[src/rtl/coef_frame_if.sv]
// Byte-pin link from the host plus coefficient/start handshake toward the eigenvalue core.
// The slave modport is the loader; the master modport is the host/core side.
interface coef_frame_if;
    localparam int unsigned BYTE_W = 8;
    localparam int unsigned COEF_W = 32;

    logic [BYTE_W-1:0] din;
    logic              strobe;
    logic              sof;
    logic              core_busy;
    logic [COEF_W-1:0] a0;
    logic [COEF_W-1:0] a1;
    logic              start_calc;

    modport master (output din, strobe, sof, core_busy, input a0, a1, start_calc);
    modport slave  (input din, strobe, sof, core_busy, output a0, a1, start_calc);
endinterface

[src/rtl/coef_frame_loader.sv]
// Synchronises the async byte pins, frames a0/a1 (+ optional XOR checksum) and launches the core.
// Optional feature macro: COEF_CHECKSUM_EN (9-byte frame with checksum check and err_chk).
module coef_frame_loader #(
    parameter int unsigned SYNC_STAGES = 2,
    parameter int unsigned TIMEOUT_CYC = 1023
) (
    input  logic         clk,
    input  logic         rst_n,
    input  logic         ena,
    coef_frame_if.slave  bus,
    output logic         loader_busy,
    output logic         err_chk,
    output logic         err_timeout,
    output logic         err_overrun
);
    localparam int unsigned BYTE_W = 8;
    localparam int unsigned IDX_W  = 4;
    localparam int unsigned SH_W   = 64;
    localparam int unsigned CNT_W  = (TIMEOUT_CYC < 2) ? 1 : $clog2(TIMEOUT_CYC);
`ifdef COEF_CHECKSUM_EN
    localparam logic [IDX_W-1:0] LAST_IDX = IDX_W'(8);
`else
    localparam logic [IDX_W-1:0] LAST_IDX = IDX_W'(7);
`endif

    typedef enum logic [1:0] {S_IDLE, S_LOAD, S_CHECK, S_PEND} state_t;

    logic [SYNC_STAGES-1:0] strobe_sync;
    logic [SYNC_STAGES-1:0] sof_sync;
    logic [BYTE_W-1:0]      din_sync [SYNC_STAGES];
    logic                   strobe_d;
    logic                   accept_c;
    logic [BYTE_W-1:0]      byte_in_c;
    logic                   sof_in_c;

    state_t                 state;
    logic [IDX_W-1:0]       idx;
    logic [CNT_W-1:0]       tmo_cnt;
    logic [SH_W-1:0]        sh;
`ifdef COEF_CHECKSUM_EN
    logic [BYTE_W-1:0]      chk_acc;
    logic                   chk_bad;
`endif

    // Pin synchronisers and strobe rising-edge detect
    always_ff @(posedge clk or negedge rst_n) begin
        if (!rst_n) begin
            strobe_sync <= '0;
            sof_sync    <= '0;
            strobe_d    <= 1'b0;
            for (int i = 0; i < SYNC_STAGES; i++) din_sync[i] <= '0;
        end else begin
            strobe_sync <= {strobe_sync[SYNC_STAGES-2:0], bus.strobe};
            sof_sync    <= {sof_sync[SYNC_STAGES-2:0], bus.sof};
            strobe_d    <= strobe_sync[SYNC_STAGES-1];
            din_sync[0] <= bus.din;
            for (int i = 1; i < SYNC_STAGES; i++) din_sync[i] <= din_sync[i-1];
        end
    end

    assign accept_c  = strobe_sync[SYNC_STAGES-1] & ~strobe_d & ena;
    assign byte_in_c = din_sync[SYNC_STAGES-1];
    assign sof_in_c  = sof_sync[SYNC_STAGES-1];

`ifndef COEF_CHECKSUM_EN
    assign err_chk = 1'b0;
`endif

    // Framing FSM; a0/a1 are only ever loaded from the shadow on commit
    always_ff @(posedge clk or negedge rst_n) begin
        if (!rst_n) begin
            state          <= S_IDLE;
            idx            <= '0;
            tmo_cnt        <= '0;
            sh             <= '0;
            bus.a0         <= '0;
            bus.a1         <= '0;
            bus.start_calc <= 1'b0;
            loader_busy    <= 1'b0;
            err_timeout    <= 1'b0;
            err_overrun    <= 1'b0;
`ifdef COEF_CHECKSUM_EN
            chk_acc        <= '0;
            chk_bad        <= 1'b0;
            err_chk        <= 1'b0;
`endif
        end else begin
            bus.start_calc <= 1'b0;
            if (accept_c && sof_in_c && (state == S_IDLE || state == S_LOAD)) begin
                // Frame start (or restart): clears sticky errors in the same cycle
                sh[BYTE_W-1:0] <= byte_in_c;
                idx            <= IDX_W'(1);
                tmo_cnt        <= '0;
                state          <= S_LOAD;
                loader_busy    <= 1'b1;
                err_timeout    <= 1'b0;
                err_overrun    <= 1'b0;
`ifdef COEF_CHECKSUM_EN
                chk_acc        <= byte_in_c;
                chk_bad        <= 1'b0;
                err_chk        <= 1'b0;
`endif
            end else begin
                case (state)
                    S_IDLE: ;
                    S_LOAD: begin
                        if (accept_c) begin
                            tmo_cnt <= '0;
                            idx     <= idx + IDX_W'(1);
                            if (!idx[3]) sh[{idx[2:0], 3'b000} +: BYTE_W] <= byte_in_c;
`ifdef COEF_CHECKSUM_EN
                            if (!idx[3]) chk_acc <= chk_acc ^ byte_in_c;
                            else         chk_bad <= (chk_acc != byte_in_c);
`endif
                            if (idx == LAST_IDX) state <= S_CHECK;
                        end else if (ena) begin
                            if (tmo_cnt == CNT_W'(TIMEOUT_CYC - 1)) begin
                                err_timeout <= 1'b1;
                                tmo_cnt     <= '0;
                                state       <= S_IDLE;
                                loader_busy <= 1'b0;
                            end else begin
                                tmo_cnt <= tmo_cnt + CNT_W'(1);
                            end
                        end
                    end
                    S_CHECK: begin
`ifdef COEF_CHECKSUM_EN
                        if (chk_bad) begin
                            err_chk     <= 1'b1;
                            state       <= S_IDLE;
                            loader_busy <= 1'b0;
                        end else
`endif
                        begin
                            bus.a0 <= sh[31:0];
                            bus.a1 <= sh[63:32];
                            if (ena && !bus.core_busy) begin
                                bus.start_calc <= 1'b1;
                                state          <= S_IDLE;
                                loader_busy    <= 1'b0;
                            end else begin
                                state <= S_PEND;
                            end
                        end
                    end
                    S_PEND: begin
                        if (accept_c) err_overrun <= 1'b1;
                        if (ena && !bus.core_busy) begin
                            bus.start_calc <= 1'b1;
                            state          <= S_IDLE;
                            loader_busy    <= 1'b0;
                        end
                    end
                    default: begin
                        state       <= S_IDLE;
                        loader_busy <= 1'b0;
                    end
                endcase
            end
        end
    end
endmodule

[src/flat_wrapper.sv]
// flat-port wrapper written by rule: the top's interface ports become plain ports
module coef_frame_loader_flat 
#(
    parameter int unsigned SYNC_STAGES = 2,
    parameter int unsigned TIMEOUT_CYC = 1023
)
  (clk, rst_n, ena, loader_busy, err_chk, err_timeout, err_overrun, bus_din, bus_strobe, bus_sof, bus_core_busy, bus_a0, bus_a1, bus_start_calc);
  coef_frame_if bus_i ();
  input  logic clk;
  input  logic rst_n;
  input  logic ena;
  output logic loader_busy;
  output logic err_chk;
  output logic err_timeout;
  output logic err_overrun;
  input wire logic [$bits(bus_i.din)-1:0] bus_din;
  input wire logic [$bits(bus_i.strobe)-1:0] bus_strobe;
  input wire logic [$bits(bus_i.sof)-1:0] bus_sof;
  input wire logic [$bits(bus_i.core_busy)-1:0] bus_core_busy;
  output wire logic [$bits(bus_i.a0)-1:0] bus_a0;
  output wire logic [$bits(bus_i.a1)-1:0] bus_a1;
  output wire logic [$bits(bus_i.start_calc)-1:0] bus_start_calc;
  assign bus_i.din = bus_din;
  assign bus_i.strobe = bus_strobe;
  assign bus_i.sof = bus_sof;
  assign bus_i.core_busy = bus_core_busy;
  assign bus_a0 = bus_i.a0;
  assign bus_a1 = bus_i.a1;
  assign bus_start_calc = bus_i.start_calc;
  coef_frame_loader #(.SYNC_STAGES(SYNC_STAGES), .TIMEOUT_CYC(TIMEOUT_CYC)) u_core (.clk(clk), .rst_n(rst_n), .ena(ena), .bus(bus_i), .loader_busy(loader_busy), .err_chk(err_chk), .err_timeout(err_timeout), .err_overrun(err_overrun));
endmodule
[config.mk]
export PLATFORM = sky130hd
export DESIGN_NAME = coef_frame_loader_flat
export DESIGN_NICKNAME = d
export VERILOG_FILES = /design/src/rtl/coef_frame_if.sv /design/src/rtl/coef_frame_loader.sv /design/src/flat_wrapper.sv
export SDC_FILE = /design/constraint.sdc
export NUM_CORES = 1
export LEC_CHECK = 0
export ABC_CLOCK_PERIOD_IN_PS = 2500
export BUFFER_PORTS_ARGS = -buffer_cell sky130_fd_sc_hd__buf_2
export CAP_MARGIN = 20
export CORE_ASPECT_RATIO = 1.2
export CORE_MARGIN = 5
export CORE_UTILIZATION = 30
export DETAILED_ROUTE_END_ITERATION = 10
export GPL_TIMING_DRIVEN = 0
export PLACE_DENSITY = 0.48
export SETUP_SLACK_MARGIN = 0.02
export SLEW_MARGIN = 20
export SYNTH_ARGS = -nofsm -noshare
export SYNTH_HDL_FRONTEND = slang
export SYNTH_SLANG_ARGS = --single-unit
[constraint.sdc]
create_clock -name clk -period 2.5 [get_ports clk]
set_input_delay 0.125 -clock clk [delete_from_list [all_inputs] [get_ports clk]]
set_output_delay 0.125 -clock clk [all_outputs]
set_load 0.1 [all_outputs]
# Yosys cells after proc, flatten, opt, wreduce, memory -nomap -nowiden
# Index checks and enable logic that the tools add are counted.
# W data, S select, Z words.
classes:
  n_addsub: 3
  multipliers: 0
  div: 0
  magnitude_cmp: 0
  n_eq_ne: 15
  n_shift: 2
  n_mux: 38
  bitwise_logic: 5
  n_reduce_logical: 24
ops:
  columns: ["operator", "n"]
  rows:
  - ["$bwmux W64", 1]
  - ["$shift A8 B8 Y64 const A", 1]
  - ["$shiftx A8 B8 Y64", 1]
  - ["$mux W10", 5]
  - ["$mux W8", 4]
  - ["$mux W1", 16]
  - ["$mux W2", 7]
  - ["$mux W4", 3]
  - ["$add A10 B1 Y10 const B", 1]
  - ["$eq A10 B10 Y1 const B", 1]
  - ["$reduce_and A5 Y1", 2]
  - ["$reduce_bool A2 Y1", 5]
  - ["$ne A3 B3 Y1 const B", 3]
  - ["$ne A4 B3 Y1 const B", 2]
  - ["$neg A6 Y8", 1]
  - ["$reduce_and A2 Y1", 4]
  - ["$reduce_and A4 Y1", 2]
  - ["$ne A3 B1 Y1 const B", 2]
  - ["$pmux W2 S3", 1]
  - ["$reduce_bool A3 Y1", 2]
  - ["$add A4 B1 Y4 const B", 1]
  - ["$eq A2 B2 Y1 const B", 2]
  - ["$eq A4 B3 Y1 const B", 1]
  - ["$ne A2 B2 Y1 const B", 2]
  - ["other kinds (12)", 17]
totals:
  regBits: 169
  latchBits: 0
  ram_bits: 0
  mem_bits_ro: 0
  out_inout_bits: 69
  wordCells: 103
  memories: 0

# Depth between registers and ports, before layout
depth:
  ltp_word: 7
  ltp_mapped: 7

# Worst setup path before layout
# OpenSTA, ideal clock, no wires.
synth_timing:
  kind: "register to register"
  startpoint: "register u_core.idx[0]"
  endpoint: "register u_core.sh[0]"
  setup_ps: 125
  arrival_time_ps: 2087
  t_required_ps: 2375
  slack_ps: 288
  stages_incl_launch_ff: 8
  path_buffers: 0
  synth_period_minus_slack_ps: 2212
  path_cell_list: "dfrtp_1 > inv_1 > ha_1 > ha_1 > nor4bb_1 > a31oi_1 > nor2_2 > mux2_2"
synth_between:
  elab_chain_cells: 7
  elab_cells_between_ends: 8
  cone_classes: "1 x add/sub; 2 x shift; 5 x mux"
synth_lines:
  columns: ["item", "line", "source"]
  rows:
  - ["from (decl)", "coef_frame_loader.sv:37", "logic [IDX_W-1:0] idx;"]
  - ["from (signal assigned)", "coef_frame_loader.sv:109", "idx <= idx + IDX_W'(1);"]
  - ["$neg A6 Y8 (*)", "coef_frame_loader.sv:110", "if (!idx[3]) sh[{idx[2:0], 3'b000} +: BYTE_W] <= byte_in_c;"]
  - ["$shiftx A8 B8 Y64 / $shift A8 B8 Y64 (equally long branches)", "coef_frame_loader.sv:110", null]
  - ["$bwmux W64 (*)", "coef_frame_loader.sv:110", null]
  - ["$mux W8 (*)", "coef_frame_loader.sv:110", null]
  - ["$mux W8 (*)", "coef_frame_loader.sv:107", "if (accept_c) begin"]
  - ["$mux W8 (*)", "coef_frame_loader.sv:104", "case (state)"]
  - ["$mux W8 (*)", "coef_frame_loader.sv:89", "if (accept_c && sof_in_c && (state == S_IDLE || state == S_LOAD)) begin"]
  - ["to (signal, indexed assignment)", "coef_frame_loader.sv:91", "sh[BYTE_W-1:0] <= byte_in_c;"]
  - ["to (signal, indexed assignment)", "coef_frame_loader.sv:110", null]
  - ["to (decl)", "coef_frame_loader.sv:39", "logic [SH_W-1:0] sh;"]
# Every way passes the cells marked *; elsewhere a longest branch is shown, timed or not. The select of a mux whose other input is x is not followed.
# A chain may end at the register's enable or synchronous reset.

# Final worst setup path
layout_timing:
  startpoint: "register u_core.idx[0]"
  endpoint: "register u_core.sh[3]"
# The elaborated chain is that of the path after synthesis.

==> reports/metrics.csv <==
stage,metric,value,unit
routing,top_layer,met4,
routing,drcViolationCount,0,
clock_network,clock_latency,0.42,ns
timing,max_slew_margin,53.1,%
critical_path,cp_num_buf_inv,2,
critical_path,cp_max_fo,10,
clock_network,clk_pin_slew,0.06,ns
routing,wl_met2,7510,µm
die,floorplan.io_pins,83,
synthesis,synth-simple-area-share,8.17,%
clock_network,cts_tree,built,
critical_path,crit_required,2.80,ns
global_route,grt_pass1_vias,4414,
synthesis,synth-main-ff-cell,dfrtp_1,
timing,worst_slack,0.215,ns
place,port_buffers,81,
finish,drive_gt1_share,45.2,%
synthesis,synthArstFlopShare,100,%
critical_path,cpPeakStageDelay,0.47,ns
die,num_rows,60,
timing,tightestPinTransition,0.697,ns
finish,diodes,0,
synthesis,syn_inst,466,
routing,first_pass_iters,5,
global_route,antenna_found_initial,0,
critical_path,critPathTopFamily,adder cells,
critical_path,cp_cell_sequence,"inv_2, ha_1, ha_2, nor4bb_2, a31oi_1, nor2_4, buf_12, mux2_2",
finish,nNetsFinal,602,
routing,wl_met3,681,µm
power,total_power,6.81,mW
power,p_sw,1.61,mW
timing,period_needed,2.29,ns
synthesis,synthTopCellsByArea,"dfrtp_1 62%, mux2_2 21%, and2_1 2.2%, ha_1 1.5%, a31oi_1 0.83%",
die,coreArea,0.0224,mm²
outcome,status,completed,
finish,area_growth,24.4,%
die,die_h,175,µm
clock_network,cts_buffers,17,
global_route,grt_overflow,0,
synthesis,synth_top_cell_area_share,62.4,%
hold_path,hp-class,input pin to flop,
routing,drt_iter0_markers,222,
place,place_ws,-0.137,ns
timing,slew_viol_final,0,
finish,fin_cells,872,
die,dieArea,0.0257,mm²
synthesis,synth_seq_area_share,62.4,%
timing,fin_setup_tns,0,ns
power,swShare,23.7,%
timing,fin_skew,0.00808,ns
timing,max_freq,438,MHz
place,gp_congestion,0.775,
critical_path,slowest_stage,dfrtp_2,
routing,routed_via_density,4.68,
synthesis,synth_compound_area_share,4.56,%
power,ir_drop,466,µV
synthesis,synth_fp_nets,488,
job,max_cap_violations,0,
synthesis,yosysUniqueCellTypes,49,
routing,wire_per_inst,17.0,µm
place,hpwlAfterDp,10300,µm
critical_path,startpoint_type,flop,
power,power_density,807,mW/mm²
timing,rsz0062_at_grt,false,
synthesis,synthAdderAreaFrac,1.48,%
power,p_comb_share,10.0,%
finish,final_common_cell,dfrtp_1,
clock_network,htreeDepth,4,
timing,hold_violations,0,
power,p_int,5.20,mW
synthesis,synth_area,0.00678,mm²
die,die_x,147,µm
synthesis,synth_top_cell_by_area,dfrtp_1,
critical_path,end_kind,flop,
timing,holdWs,0.0803,ns
power,leakagePower,4.26,nW
synthesis,synth_area_per_cell,14.6,µm²
timing,fin_crit_sh,91.4,%
die,initial_core_util,30.3,%
routing,ant_nets,0,
routing,route.layer.met1.wl,6410,µm
global_route,grt_max_degree,95,
clock_network,cts.path.max_buffers,2,
place,dp_cells,827,
power,p_clk_share,45.4,%
synthesis,synth_edf_count,0,
synthesis,synth_top_family_by_area,multiplexers,
synthesis,ys_warn_count,0,
global_route,grt_pass1_wl,24500,µm
synthesis,ys_seq_elements,169,
critical_path,critical_path_arrival,2.59,ns
critical_path,crit_type,flop to flop,
clock_network,clock_sinks,169,
timing,setup_viol,0,
clock_network,cts_root_buffer,clkbuf_16,
synthesis,yosys.area_share.xor_xnor,0,%
global_route,track_usage,12.1,%
routing,vias,4085,
routing,wl,14800,µm
finish,layout_common_cells,"168 x dfrtp_1, 129 x mux2_2, 88 x buf_2, 24 x and2_1, 17 x clkbuf_16",
synthesis,synth_mux_area_share,21.4,%
power,p_seq_share,44.5,%
[cell usage after synthesis, drive strengths merged (8+ instances only)]
cell   instances
mux2         129
inv            9
a31oi          9
nor2           8
and2          24
o21ai         11
nand3         10
dfrtp        169
buf           13
ha             8
nand2          9
a21oi          9
[per-stage QoR]
step | cell area (µm²) | utilization (%)
finish | 8440 | 37.7
detailed placement | 7570 | 33.9
global placement | 7540 | 33.7
global route | 8440 | 37.7
floorplan | 6780 | -
CTS | 8430 | 37.7
[per-layer routing]
metal,GRT usage (%),vias up
met2,20.2,83
met3,3.87,17
met4,3.92,0
met5,0,-
met1,15.0,2072
li1,-,1913
[worst paths after layout]
| check | from | endpoint | slack (ns) | cells after the start |
|---|---|---|---|---|
| max in group asynchronous | rst_n | u_core.sh[56] | 1.37 | 3 |
| worst min register to register | u_core.strobe_sync[0] | u_core.strobe_sync[1] | 0.35 | 0 |
| worst max register to register | u_core.idx[0] | u_core.sh[3] | 0.21 | 8 |
| min in group asynchronous | rst_n | u_core.bus.a0[4] | 0.26 | 2 |
| worst min-delay path | ena | u_core.state[1] | 0.08 | 3 |
| worst max-delay path | u_core.idx[0] | u_core.sh[3] | 0.21 | 8 |
[area by class of cell]
cell class	instances	area (µm²)
clock inverter	11	240
tap	279	349
timing repair buffer	95	583
fill	2155	13900
buffer	15	100
clock buffer	21	460
multi-input combinational	273	2440
sequential	169	4230
inverter	9	33.8
[power groups by stage]
| stage | Sequential (mW) | Combinational (mW) | Clock, mW |
|---|---|---|---|
| after CTS | 3.03 | 0.683 | 3.17 |
| after global placement | 3.07 | 0.630 | 0 |
| after floorplan | 3.05 | 0.439 | 0 |
| final | 3.03 | 0.684 | 3.10 |
| after global routing | 3.06 | 0.793 | 3.30 |
| after detailed placement | 3.08 | 0.659 | 0 |
[cell families (layout without fill, tap and decap cells)]
| logic type | after synthesis | in the layout |
|---|---|---|
| adders and majority gates | 8 | 8 |
| DFF | 169 | 169 |
| other | 1 | 1 |
| muxes | 129 | 129 |
| and+or+nand+nor | 87 | 87 |
| AOI/OAI and AO/OA | 48 | 48 |
| buffers and inverters | 24 | 151 |
[sequential cells by signal, summed over array words and instances, names as in the netlist]
register and cells:
u_core.strobe_sync 2, u_core.err_overrun 1, u_core.sof_sync 2, u_core.tmo_cnt 10, u_core.din_sync 8, u_core.bus.a1 32, u_core.loader_busy 1, u_core.err_timeout 1
u_core.state 2, u_core.strobe_d 1, u_core.idx 4, u_core.byte_in_c 8, u_core.bus.start_calc 1, u_core.bus.a0 32, u_core.sh 64
[repair_timing]
item,CTS,global route
pin swaps,1,0
hold endpoints to repair,87,0
buffers inserted,1,0
resized for setup,2,5
hold buffers,12,0
endpoints found under the setup margin,24,64
[tightest hold or removal path: cells and delay by family]
kind / cells / cell delay, ns
compound gates: 1 / 0.08
buf+inv: 1 / 0.15
simple gates: 1 / 0.11
Note: power is estimated with default switching activity, not from simulation.
